### config.mk
export PLATFORM = sky130hd
export DESIGN_NAME = controle_jogo
export DESIGN_NICKNAME = d
export VERILOG_FILES = /design/src/rtl/controle_jogo.sv
export SDC_FILE = /design/constraint.sdc
export NUM_CORES = 1
export LEC_CHECK = 0
export BUFFER_PORTS_ARGS = -buffer_cell sky130_fd_sc_hd__buf_2
export CAP_MARGIN = 20
export CORE_UTILIZATION = 50
export CTS_CLUSTER_DIAMETER = 40
export CTS_CLUSTER_SIZE = 40
export DETAILED_ROUTE_END_ITERATION = 8
export PLACE_DENSITY_LB_ADDON = 0.1
export SYNTH_ARGS = -nofsm -noshare
export SYNTH_HDL_FRONTEND = slang
export SYNTH_SLANG_ARGS = --single-unit
### constraint.sdc
create_clock -name CLOCK_50 -period 8.2 [get_ports CLOCK_50]
set_clock_uncertainty 0.15 [all_clocks]
set_input_delay 0.41 -clock CLOCK_50 [delete_from_list [all_inputs] [get_ports CLOCK_50]]
set_output_delay 0.41 -clock CLOCK_50 [all_outputs]
set_load 0.005 [all_outputs]
### src/rtl/controle_jogo.sv
// Game sequencer for the VGA renderer: bar, shot and enemy positions, score and round flow.
// Optional build macro ACELERA_EN: enemy speed register that rises every 4th hit.
module controle_jogo #(
  parameter int unsigned LARGURA_TELA  = 640,
  parameter int unsigned ALTURA_TELA   = 480,
  parameter int unsigned LARGURA_BARRA = 64,
  parameter int unsigned ALTURA_BARRA  = 16,
  parameter int unsigned LADO_BOLA     = 8,
  parameter int unsigned VEL_BARRA     = 4,
  parameter int unsigned VEL_TIRO      = 6,
  parameter int unsigned VEL_INIMIGA   = 3
) (
  input  logic       CLOCK_50,
  input  logic       reset,
  input  logic       frame_tick,
  input  logic       btn_esq,
  input  logic       btn_dir,
  input  logic       btn_tiro,
  input  logic       btn_start,
  output logic [9:0] BordaBarraX,
  output logic [9:0] BordaBarraY,
  output logic [9:0] BolaNaveX,
  output logic [9:0] BolaNaveY,
  output logic       BolaNaveAtiva,
  output logic [9:0] BolaInimigaX,
  output logic [9:0] BolaInimigaY,
  output logic       BolaInimigaAtiva,
  output logic       perdeu,
  output logic [7:0] pontos
);

  localparam logic [9:0]  BARRA_X0    = 10'((LARGURA_TELA - LARGURA_BARRA) / 2);
  localparam logic [9:0]  BARRA_XMAX  = 10'(LARGURA_TELA - LARGURA_BARRA);
  localparam logic [9:0]  BARRA_Y     = 10'(ALTURA_TELA - ALTURA_BARRA - LADO_BOLA);
  localparam logic [9:0]  TIRO_DX     = 10'(LARGURA_BARRA / 2 - LADO_BOLA / 2);
  localparam logic [9:0]  TIRO_Y0     = 10'(ALTURA_TELA - ALTURA_BARRA - 2 * LADO_BOLA);
  localparam logic [9:0]  PASSO_BARRA = 10'(VEL_BARRA);
  localparam logic [9:0]  PASSO_TIRO  = 10'(VEL_TIRO);
  localparam logic [9:0]  MARGEM_X    = 10'd64;
  localparam logic [2:0]  VEL0        = 3'(VEL_INIMIGA);
  localparam logic [10:0] LB11        = 11'(LARGURA_BARRA);
  localparam logic [10:0] AB11        = 11'(ALTURA_BARRA);
  localparam logic [10:0] LADO11      = 11'(LADO_BOLA);
  localparam logic [10:0] ALT11       = 11'(ALTURA_TELA);

  typedef enum logic [1:0] {
    ESPERA  = 2'd0,
    JOGANDO = 2'd1,
    PERDEU  = 2'd2
  } estado_t;

  estado_t     estado_q, estado_d;
  logic [9:0]  barra_x_q, barra_x_d;
  logic [9:0]  tiro_x_q, tiro_x_d, tiro_y_q, tiro_y_d;
  logic        tiro_ativo_q, tiro_ativo_d;
  logic [9:0]  ini_x_q, ini_x_d, ini_y_q, ini_y_d;
  logic        ini_ativo_q, ini_ativo_d;
  logic [7:0]  pontos_q, pontos_d;
  logic [9:0]  lfsr_q, lfsr_d;
  logic [2:0]  vel;
`ifdef ACELERA_EN
  logic [2:0]  vel_q, vel_d;
  assign vel = vel_q;
`else
  assign vel = VEL0;
`endif

  logic [10:0] bx, by, tx, ty, ix, iy, v11;
  logic        perda, acerto, ini_fora;
  logic [9:0]  spawn_x;

  assign bx  = {1'b0, barra_x_q};
  assign by  = {1'b0, BARRA_Y};
  assign tx  = {1'b0, tiro_x_q};
  assign ty  = {1'b0, tiro_y_q};
  assign ix  = {1'b0, ini_x_q};
  assign iy  = {1'b0, ini_y_q};
  assign v11 = {8'd0, vel};

  // Strict AABB tests on pre-edge registers, widened so sums cannot wrap
  assign perda    = ini_ativo_q && (ix < bx + LB11) && (bx < ix + LADO11) &&
                    (iy < by + AB11) && (by < iy + LADO11);
  assign acerto   = tiro_ativo_q && ini_ativo_q && (ix < tx + LADO11) && (tx < ix + LADO11) &&
                    (iy < ty + LADO11) && (ty < iy + LADO11);
  assign ini_fora = (iy + LADO11 + v11) >= ALT11;
  assign spawn_x  = {1'b0, lfsr_q[8:0]} + MARGEM_X;

  always_ff @(posedge CLOCK_50) begin
    if (reset) estado_q <= ESPERA;
    else       estado_q <= estado_d;
  end

  always_comb begin
    estado_d = estado_q;
    case (estado_q)
      ESPERA:  if (btn_start) estado_d = JOGANDO;
      JOGANDO: if (frame_tick && perda) estado_d = PERDEU;
      PERDEU:  if (btn_start) estado_d = ESPERA;
      default: estado_d = ESPERA;
    endcase
  end

  always_comb begin
    barra_x_d    = barra_x_q;
    tiro_x_d     = tiro_x_q;
    tiro_y_d     = tiro_y_q;
    tiro_ativo_d = tiro_ativo_q;
    ini_x_d      = ini_x_q;
    ini_y_d      = ini_y_q;
    ini_ativo_d  = ini_ativo_q;
    pontos_d     = pontos_q;
    lfsr_d       = {lfsr_q[8:0], lfsr_q[9] ^ lfsr_q[6]};
`ifdef ACELERA_EN
    vel_d        = vel_q;
`endif
    case (estado_q)
      ESPERA: begin
        if (btn_start) begin
          ini_x_d     = spawn_x;
          ini_y_d     = '0;
          ini_ativo_d = 1'b1;
        end
      end
      JOGANDO: begin
        // A losing frame changes nothing: everything stays as the loss was seen
        if (frame_tick && !perda) begin
          if (btn_esq && !btn_dir)
            barra_x_d = (barra_x_q < PASSO_BARRA) ? '0 : barra_x_q - PASSO_BARRA;
          else if (btn_dir && !btn_esq)
            barra_x_d = (barra_x_q > BARRA_XMAX - PASSO_BARRA) ? BARRA_XMAX : barra_x_q + PASSO_BARRA;
          if (acerto || (tiro_ativo_q && tiro_y_q < PASSO_TIRO)) begin
            tiro_ativo_d = 1'b0;
            tiro_x_d     = '0;
            tiro_y_d     = '0;
          end else if (tiro_ativo_q) begin
            tiro_y_d = tiro_y_q - PASSO_TIRO;
          end else if (btn_tiro) begin
            tiro_ativo_d = 1'b1;
            tiro_x_d     = barra_x_q + TIRO_DX;
            tiro_y_d     = TIRO_Y0;
          end
          if (acerto || ini_fora) begin
            ini_x_d = spawn_x;
            ini_y_d = '0;
          end else begin
            ini_y_d = ini_y_q + {7'd0, vel};
          end
          if (acerto && pontos_q != '1) begin
            pontos_d = pontos_q + 8'd1;
`ifdef ACELERA_EN
            if (pontos_d[1:0] == 2'b00 && vel_q != '1) vel_d = vel_q + 3'd1;
`endif
          end
        end
      end
      default: begin
        // Leaving PERDEU (or recovering from a bad encoding) restores all but the LFSR
        if (btn_start || estado_q != PERDEU) begin
          barra_x_d    = BARRA_X0;
          tiro_x_d     = '0;
          tiro_y_d     = '0;
          tiro_ativo_d = 1'b0;
          ini_x_d      = '0;
          ini_y_d      = '0;
          ini_ativo_d  = 1'b0;
          pontos_d     = '0;
`ifdef ACELERA_EN
          vel_d        = VEL0;
`endif
        end
      end
    endcase
  end

  always_ff @(posedge CLOCK_50) begin
    if (reset) begin
      barra_x_q    <= BARRA_X0;
      tiro_x_q     <= '0;
      tiro_y_q     <= '0;
      tiro_ativo_q <= 1'b0;
      ini_x_q      <= '0;
      ini_y_q      <= '0;
      ini_ativo_q  <= 1'b0;
      pontos_q     <= '0;
      lfsr_q       <= 10'h001;
`ifdef ACELERA_EN
      vel_q        <= VEL0;
`endif
    end else begin
      barra_x_q    <= barra_x_d;
      tiro_x_q     <= tiro_x_d;
      tiro_y_q     <= tiro_y_d;
      tiro_ativo_q <= tiro_ativo_d;
      ini_x_q      <= ini_x_d;
      ini_y_q      <= ini_y_d;
      ini_ativo_q  <= ini_ativo_d;
      pontos_q     <= pontos_d;
      lfsr_q       <= lfsr_d;
`ifdef ACELERA_EN
      vel_q        <= vel_d;
`endif
    end
  end

  always_comb begin
    BordaBarraX      = barra_x_q;
    BordaBarraY      = BARRA_Y;
    BolaNaveX        = tiro_x_q;
    BolaNaveY        = tiro_y_q;
    BolaNaveAtiva    = tiro_ativo_q;
    BolaInimigaX     = ini_x_q;
    BolaInimigaY     = ini_y_q;
    BolaInimigaAtiva = ini_ativo_q;
    perdeu           = (estado_q == PERDEU);
    pontos           = pontos_q;
  end

endmodule

==> impl_metrics.ini <==
[worst_setup_path]
reg2reg_to = BolaInimigaX[6]
reg2reg_from = BolaInimigaY[3]
cp_max_fo = 23
r2r_cells = 10
cp-startpoint = BolaInimigaY[3]
ff2ff_setup_slack_ps = 3920
critical_path.startpoint_type = register
worstPathRequired_ps = 8310
end_kind = register
worstSetupPathType = register to register
critical_path_arrival_ps = 4390

[finish]
layout-drive-gt1-share = 0.138
final_cell_mix = dfxtp_1 (68), ha_1 (68), buf_2 (64), inv_1 (47), nor2_1 (43)
fin_util = 0.558
antenna_cells = 0
syn2layout_area_growth_pct = 8.74
seq_area_um2 = 1360
n_fill_cell = 1032
multiInputGateArea_um2 = 3800
nNetsFinal = 794

[sta]
setup_viol = 0
finalSetupTns_ps = 0
hold_viol = 0
maxSlewViolCount = 0
grt_setup_unrepaired = false
period_needed_ps = 4280
slew_headroom = 0.358
worstMarginPinSlew_ps = 963
min_period_over_period = 0.522
fmax_mhz = 234

[routing]
ant_nets = 0
viasPerCell = 6.02
routedWlPerCell_um = 17.7
vias = 5202
first_pass_iters = 5
routed_wl_um = 15300
drtIter0Drc = 298
drc = 0

[clocking]
clock_latency_ps = 360
clock_path_buffers = 2
post-cts-setup-buffer-count = 0
root_buffer = clkbuf_8
cts_hold_buffers = 0
cts-resized-gates = 0
cts.sinks = 68
tritoncts = built
cts_buffers = 9
htreeDepth = 3
clk_pin_slew_ps = 80

[die]
chipWidth_um = 108
die_height_um = 108
start_util = 0.514
die-area_um2 = 11600
core_um2 = 10800
placementRows = 38
ios = 78

[pwr]
powerDensity_nw_per_um2 = 121
ir_worst_vdd_mv = 0.0894
p_leak_nw = 2.42
finalPower_w = 0.000735

[logic_synthesis]
synth_area_leaders = dfxtp_1 (24%), ha_1 (15%), nand3_1 (3.8%), xnor2_1 (3.6%), a211oi_1 (3.5%)
ys_seq_area_frac = 0.245
yosys_warnings = 0
synthAdderAreaFrac = 0.153
synthMuxAreaShare = 0.0333
synthFlopType = dfxtp_1
syn_inst = 679
post-synth-top-area-fraction = 0.245
synth_edf_count = 0
synth-xor-area-share = 0.0535
syn_area_um2 = 5570
ys_seq_elements = 68
synthSimpleGateAreaFrac = 0.211
avgSynthCellArea_um2 = 8.20
yosysTopAreaCell = dfxtp_1
synth_compound_area_frac = 0.223
synth.distinct_cells = 69
async_flop_share = 0
synth_top_family_by_area = compound AO/OA/AOI/OAI gates

[run]
cap_viol_max_count = 0

[global_route]
antenna_found_initial = 0
grt_pass1_wl_um = 24900
grt_usage = 0.276
grt.overflow.total = 0
grt_start_max_net_pins = 42
grt_pass1_vias = 4888

[hold_path]
hold_path_depth = 3
hold_end = BolaInimigaAtiva
hold_class = primary input to register
min_from = btn_start

[run_status]
outcome = completed

[place]
hpwlAfterDp_um = 11200
io_buffers = 64
place.gp.congestion = 0.915
cells in the mapped netlist (3+ instances only):
cell      number
a211oi_1      26
a211oi_2       4
a21boi_0       5
a21oi_1       22
a221o_1        4
a22o_1         3
a31oi_1        3
a32oi_1        3
and2_1         8
and3_1         7
buf_2         15
buf_4         16
clkbuf_1      13
dfxtp_1       68
ha_1          68
inv_1         47
mux2_2         4
mux2i_1       14
nand2_1       38
nand2b_1       6
nand3_1       42
nand4_1       10
nor2_1        43
nor2b_1       17
nor3_1        10
nor3b_1        4
nor4_1         4
o211ai_1      15
o21a_1         3
o21ai_0       34
o21ai_1        4
o221ai_1       3
o22ai_1        4
o31ai_1       10
o32ai_1        9
or2_2          3
or3_1          4
or4_1         12
xnor2_1       23
xor2_1        11
how the worst max path moves through the flow:
stage                                 end  slack [ps]  depth (start not counted)
after floorplan                 pontos[7]        5040                         13
after global placement    BolaInimigaX[6]        4170                         10
after detailed placement  BolaInimigaX[6]        3990                         10
after CTS                 BolaInimigaX[6]        3970                         10
after global routing      BolaInimigaY[1]        3640                         11
final                     BolaInimigaX[6]        3920                         10
metrics by stage:
| step | hold WS (ps) | cells | worst slack [ps] | area, um^2 |
|---|---|---|---|---|
| 4_1_cts | 168 | 864 | 3970 | 6050 |
| 3_3_place_gp | 290 | 848 | 4170 | 5840 |
| 6_report | 201 | 864 | 3920 | 6050 |
| 2_1_floorplan | 284 | 690 | 5040 | 5610 |
| 3_5_place_dp | 304 | 848 | 3990 | 5840 |
| 5_1_grt | 204 | 864 | 3640 | 6050 |
final cells by class:
cell class,instances,share of cell area
Tap cell,140,0.0289
Sequential cell,68,0.225
Multi-Input combinational cell,527,0.627
Clock buffer,10,0.0227
Timing Repair Buffer,66,0.0554
Inverter,47,0.0291
Clock inverter,6,0.0118
per-layer routing:
layer / up-vias / wire [um] / track usage
li1: 2557 / - / -
met1: 2489 / 7520 / 0.383
met2: 142 / 6850 / 0.431
met3: 14 / 744 / 0.0551
met4: 0 / 204 / 0.0802
met5: - / 0 / 0
flip-flops by register name, indices dropped and copies added, names as in the netlist:
name              flops
estado_q              2
lfsr_q               10
BolaInimigaAtiva      1
BolaNaveX             9
BolaInimigaX         10
BolaNaveY             9
BolaInimigaY         10
BolaNaveAtiva         1
pontos                8
BordaBarraX           8
logic make-up (layout without fill, tap and decap cells):
logic type               Yosys count  in the layout
multiplexers                      18             18
flip-flops                        68             68
XOR/XNOR                          34             34
AO/OA/AOI/OAI                    173            173
adder cells (fa/ha/maj)           68             68
buffers and inverters             95            129
AND/OR/NAND/NOR                  221            221
other                              2             13
critical path, cell delays in order, from the launching register on:
cell      delay (ps)
dfxtp_1          620
ha_1             450
nand3_1          230
nor2_1           230
xnor2_1          140
ha_1             240
a211oi_1         300
a211oi_2         130
o31a_1           620
a21oi_4          640
mux2_2           400
where the power goes:
part           switching (W)  internal (W)
Combinational      0.0000568     0.0000321
Sequential         0.0000118      0.000336
Clock               0.000148      0.000151
Total               0.000216      0.000519
Note: power is estimated with default switching activity, not from simulation.
